===== src/rtl/cell_vector_checker_settle.sv =====
`default_nettype none
// ============================================================================
//  Module      : settle_counter
//  Description : 4-bit settle-window down-counter. It loads SETTLE when the
//                checker enters HOLD and then counts down once per HOLD cycle.
//                'expired' flags a count of zero, which ends HOLD.
//  Revision    : 1.0  initial release
//  Ports       : CK        in   clock, rising edge
//                RN        in   synchronous active-low reset
//                i_load    in   reload with SETTLE (HOLD entry edge)
//                i_dec     in   count down while non-zero
//                o_expired out  counter is at zero
// ============================================================================
module settle_counter #(
    parameter int SETTLE = 2
) (
    input  logic CK,
    input  logic RN,
    input  logic i_load,
    input  logic i_dec,
    output logic o_expired
);

    localparam logic [3:0] c_settle = 4'(SETTLE);

    logic [3:0] r_cnt;

    always_ff @(posedge CK) begin
        if (!RN) begin
            r_cnt <= 4'd0;
        end else if (i_load) begin
            r_cnt <= c_settle;
        end else if (i_dec && (r_cnt != 4'd0)) begin
            r_cnt <= r_cnt - 4'd1;
        end
    end

    assign o_expired = (r_cnt == 4'd0);

endmodule : settle_counter
`default_nettype wire


===== config.mk =====
export PLATFORM = sky130hd
export DESIGN_NAME = settle_counter
export DESIGN_NICKNAME = d
export VERILOG_FILES = /design/src/rtl/cell_vector_checker_settle.sv
export SDC_FILE = /design/constraint.sdc
export NUM_CORES = 1
export LEC_CHECK = 0
export ABC_CLOCK_PERIOD_IN_PS = 2500
export CELL_PAD_IN_SITES_DETAIL_PLACEMENT = 1
export CELL_PAD_IN_SITES_GLOBAL_PLACEMENT = 2
export CORE_AREA = 3 3 40 42
export CTS_CLUSTER_SIZE = 40
export DETAILED_ROUTE_END_ITERATION = 6
export DIE_AREA = 0 0 43 45
export PLACE_DENSITY = 0.55
export SLEW_MARGIN = 10
export SYNTH_ARGS = -nofsm -noshare
export SYNTH_HDL_FRONTEND = slang
export SYNTH_SLANG_ARGS = --single-unit

===== constraint.sdc =====
create_clock -name CK -period 2.5 [get_ports CK]
set_input_delay 0.375 -clock CK [delete_from_list [all_inputs] [get_ports CK]]
set_output_delay 0.375 -clock CK [all_outputs]
set_load 0.02 [all_outputs]

### Yosys cells after proc, flatten, opt, wreduce, memory -nomap -nowiden

Index checks and enable logic that the tools add are counted.

* $add $sub $neg: 1
* muxes and demuxes: 2
* bitwise operators: 1
* reduce and logical (&&, ||, !) cells: 5

Operator list (number)
* $logic_not A4 Y1: 1
* $mux W2: 2
* $reduce_bool A4 Y1: 1
* $sub A4 B1 Y4 const B: 1
* $reduce_bool A2 Y1: 1
* $reduce_or A2 Y1: 1
* $logic_and A1 B1 Y1: 1
* $not A1 Y1: 1

* register bits after elaboration: 4
* bits of input ports: 4
* output and inout port bits: 1
* logic and storage cells: 11

### Longest topological paths before layout

* depth after elaboration: 4
* depth in mapped cells: 5
* mapped depth without buffers: 5

### Worst setup path after synthesis

No wires, ideal clock.

* path kind: register to register
* from: register r_cnt[0]
* to: register r_cnt[1]
* library setup time: 0.119 ns
* arrival: 1.723 ns
* data required time: 2.381 ns
* setup slack: 0.658 ns
* stages on the path, launching flop included: 6
* buffers on the path: 0
* path through: dfxtp_1 -> inv_1 -> ha_1 -> nor3b_1 -> o21ai_0 -> o221a_2

* word-level cells in the longest chain between the ends: 3
* elaborated cells on any way between the ends: 6
* classes of those cells: add/sub: 1; mux: 2; reduce/logical: 3

RTL lines
* start: declaration: RTL line 26 `logic [3:0] r_cnt;`
* start signal: assignment: RTL line 32 `r_cnt <= c_settle;`
* start signal: assignment: RTL line 34 `r_cnt <= r_cnt - 4'd1;`
* $sub A4 B1 Y4 or $reduce_bool A4 Y1 (tied branches): RTL line 34, 33
* $mux W2 or $logic_and A1 B1 Y1 (tied branches): RTL line 33 `end else if (i_dec && (r_cnt != 4'd0)) begin`
* $mux W2 or $reduce_bool A2 Y1 (tied branches)

Parallel ways exist; a longest one is shown, timed or not. The select of a mux whose other input is x is not followed.
A chain may end at the register's enable or synchronous reset.

### Worst setup path in the final report

* from: register r_cnt[0]
* to: output o_expired

* word-level cells in the longest chain between the ends: 1

RTL lines
* $logic_not A4 Y1: RTL line 38 `assign o_expired = (r_cnt == 4'd0);`
* end: declaration: RTL line 21 `output logic o_expired`

No other way between the ends.

==> results.sh <==
export IMPL_drive_above_1_share=0.1563
export IMPL_synthCells=24
export IMPL_hold_viol_final=0
export IMPL_postSynthAreaPerCell_um2=8.550
export IMPL_syn_area_um2=205.2
export IMPL_status="finished clean"
export IMPL_num_io_pins=5
export IMPL_stdcell_area_um2=294.0
export IMPL_setup_tns_ns=0
export IMPL_drtIter0Drc=4
export IMPL_holdBufCountCts=0
export IMPL_arrival_ns=1.75
export IMPL_start_kind="flop"
export IMPL_drc=0
export IMPL_rr_worst_depth=6
export IMPL_final_cells=47
export IMPL_cts_tree="built"
export IMPL_synth_top_area_frac=0.3902
export IMPL_synthSimpleGateAreaFrac=0.2927
export IMPL_die_x_um=43
export IMPL_synth_seq_area_share=0.3902
export IMPL_cp_required_ns=2.12
export IMPL_area_delta_synth_final_pct=43.29
export IMPL_nets=39
export IMPL_port_buffers=4
export IMPL_clockBufferDepth=2
export IMPL_rr_startpoint="r_cnt[0]"
export IMPL_grt_overflow_total=0
export IMPL_placed_cell_area_um2=271.5
export IMPL_placementRows=13
export IMPL_synth_nets=29
export IMPL_end_kind="primary output"
export IMPL_synth_seq_cells=4
export IMPL_yosys_area_share_adder=0.06098
export IMPL_wl_per_cell_um=11.79
export IMPL_dieArea_um2=1935
export IMPL_setup_worst_path_class="flop to primary output"
export IMPL_yosysWarnings=0
export IMPL_async_flop_share=0
export IMPL_vias_per_cell=4.596
export IMPL_synthTopCellsByCount="dfxtp_1, a21oi_1, inv_1, o21ai_0"
export IMPL_dp_cells=44
export IMPL_initial_core_util=0.1597
export IMPL_synth_compound_area_share=0.2012
export IMPL_antenna_found_initial=0
export IMPL_maxCapViolations=0
export IMPL_synthFlopType="dfxtp_1"
export IMPL_grt_pass1_wl_um=1083
export IMPL_finalCriticalPeriod_ns=2.123
export IMPL_worst_r2r_endpoint="r_cnt[3]"
export IMPL_ctsRootBufferMaster="clkbuf_4"
export IMPL_regMostFlops="r_cnt"
export IMPL_cp_max_fo=4
export IMPL_largest_reg_flops=4
export IMPL_rsz0062_at_grt="no"
export IMPL_synth_most_common_cell="dfxtp_1"
export IMPL_vdd_drop_max_mv=0.1777
export IMPL_setup_viol_count_final=0
export IMPL_gp_congestion=0.6909
export IMPL_synth_cell_types=13
export IMPL_reg2reg_slack_ns=0.99
export IMPL_h_tree_depth=1
export IMPL_ant_nets=0
export IMPL_power_density_nw_per_um2=646.5
export IMPL_grt_use_total=0.08811
export IMPL_hp_start="r_cnt[2]"
export IMPL_synth_edff_count=0
export IMPL_skew_ns=0.0006523
export IMPL_fin_crit_sh=0.8493
export IMPL_relSlewSlack=0.8307
export IMPL_dr_pass1_iters=4
export IMPL_synthMuxAreaShare=0
export IMPL_clk_latency_ns=0.24
export IMPL_synth_area_leaders="dfxtp_1, a21oi_1, o21ai_0"
export IMPL_min_to="r_cnt[2]"
export IMPL_cts_sinks=4
export IMPL_post_dp_hpwl_um=395.1
export IMPL_fp_coreArea_um2=1285
export IMPL_diodes=0
export IMPL_slew_viol_final=0
export IMPL_tightestPinTransition_ns=0.2534
export IMPL_cts_made_buffers=3
export IMPL_leakagePower_nw=0.1082
export IMPL_grt_max_degree=7
export IMPL_min_path_type="flop to flop"
export IMPL_cts_setup_buffers=0
export IMPL_clock_fmax_ghz=0.4710
export IMPL_drt_wl_total_um=554
export IMPL_holdPathStages=2
export IMPL_holdWs_ns=0.4890
export IMPL_post_synth_xor_area_fraction=0
export IMPL_power_mw=0.1901
export IMPL_ctsResizeCount=0
export IMPL_grt_pass1_vias=235
export IMPL_synth_top_family_by_area="simple AND/OR/NAND/NOR gates"
export IMPL_die_y_um=45
export IMPL_via_count=216
export IMPL_top_regs="r_cnt x4"
export IMPL_clk_pin_slew_ns=0.04
export IMPL_synth_largest_area_cell="dfxtp_1"
==> stage by stage <==
step             util  setup WS [ns]
6_report       0.2288         0.3768
5_1_grt        0.2288         0.2335
4_1_cts        0.2288         0.3567
3_5_place_dp   0.2113         0.5753
3_3_place_gp   0.2113         0.6116
2_1_floorplan       -         0.6580
==> layout make-up <==
| cell class | instances | area [um2] |
|---|---|---|
| clock buffers | 3 | 22.52 |
| fillers | 159 | 991.0 |
| inverters | 3 | 11.26 |
| multi-input cells | 17 | 113.9 |
| flip-flops and latches | 4 | 80.08 |
| well taps | 15 | 18.77 |
| repair buffers | 5 | 47.55 |
==> power breakdown <==
group	switching, mW	total, mW	leakage [nW]	internal (mW)
combinational	0.0180	0.0370	0.0617	0.0190
clock	0.0301	0.0841	0.0138	0.0540
sequential	0.00191	0.0690	0.0327	0.0671
total	0.0500	0.190	0.108	0.140
==> cell families after synthesis <==
logic type / Yosys count
simple gates: 9
compound gates: 7
flops: 4
buf+inv: 3
fa+ha+maj: 1
==> how the worst max path moves through the flow <==
stage / endpoint / start / slack (ns) / cells after the start
after global placement: r_cnt[3] / i_dec / 0.61 / 4
after global routing: o_expired / r_cnt[1] / 0.23 / 4
after detailed placement: r_cnt[3] / i_dec / 0.58 / 4
after floorplan: r_cnt[1] / r_cnt[0] / 0.66 / 5
after CTS: o_expired / r_cnt[0] / 0.36 / 4
final: o_expired / r_cnt[0] / 0.38 / 4
==> layout by cell type (no fill, tap or decap), types with 2 or more instances in the layout <==
master,n
o21ai_0,3
a21oi_1,3
clkdlybuf4s50_1,4
or3_1,2
inv_1,3
clkbuf_4,3
dfxtp_1,4
nand2_1,2
==> worst max-delay path, stage by stage (launching register included) <==
cell and delay, ns:
dfxtp_1 0.32, inv_1 0.06, ha_1 0.20, nor3b_1 0.27, clkdlybuf4s50_1 0.66
==> routing by layer <==
layer / vias to the layer above / share of wire / global-route usage
li1: 103 / - / -
met1: 103 / 0.45 / 0.08633
met2: 8 / 0.47 / 0.1108
met3: 2 / 0.040 / 0.03586
met4: 0 / 0.034 / 0.1446
met5: - / 0 / 0
No activity file was read; power rests on OpenSTA's default activity.
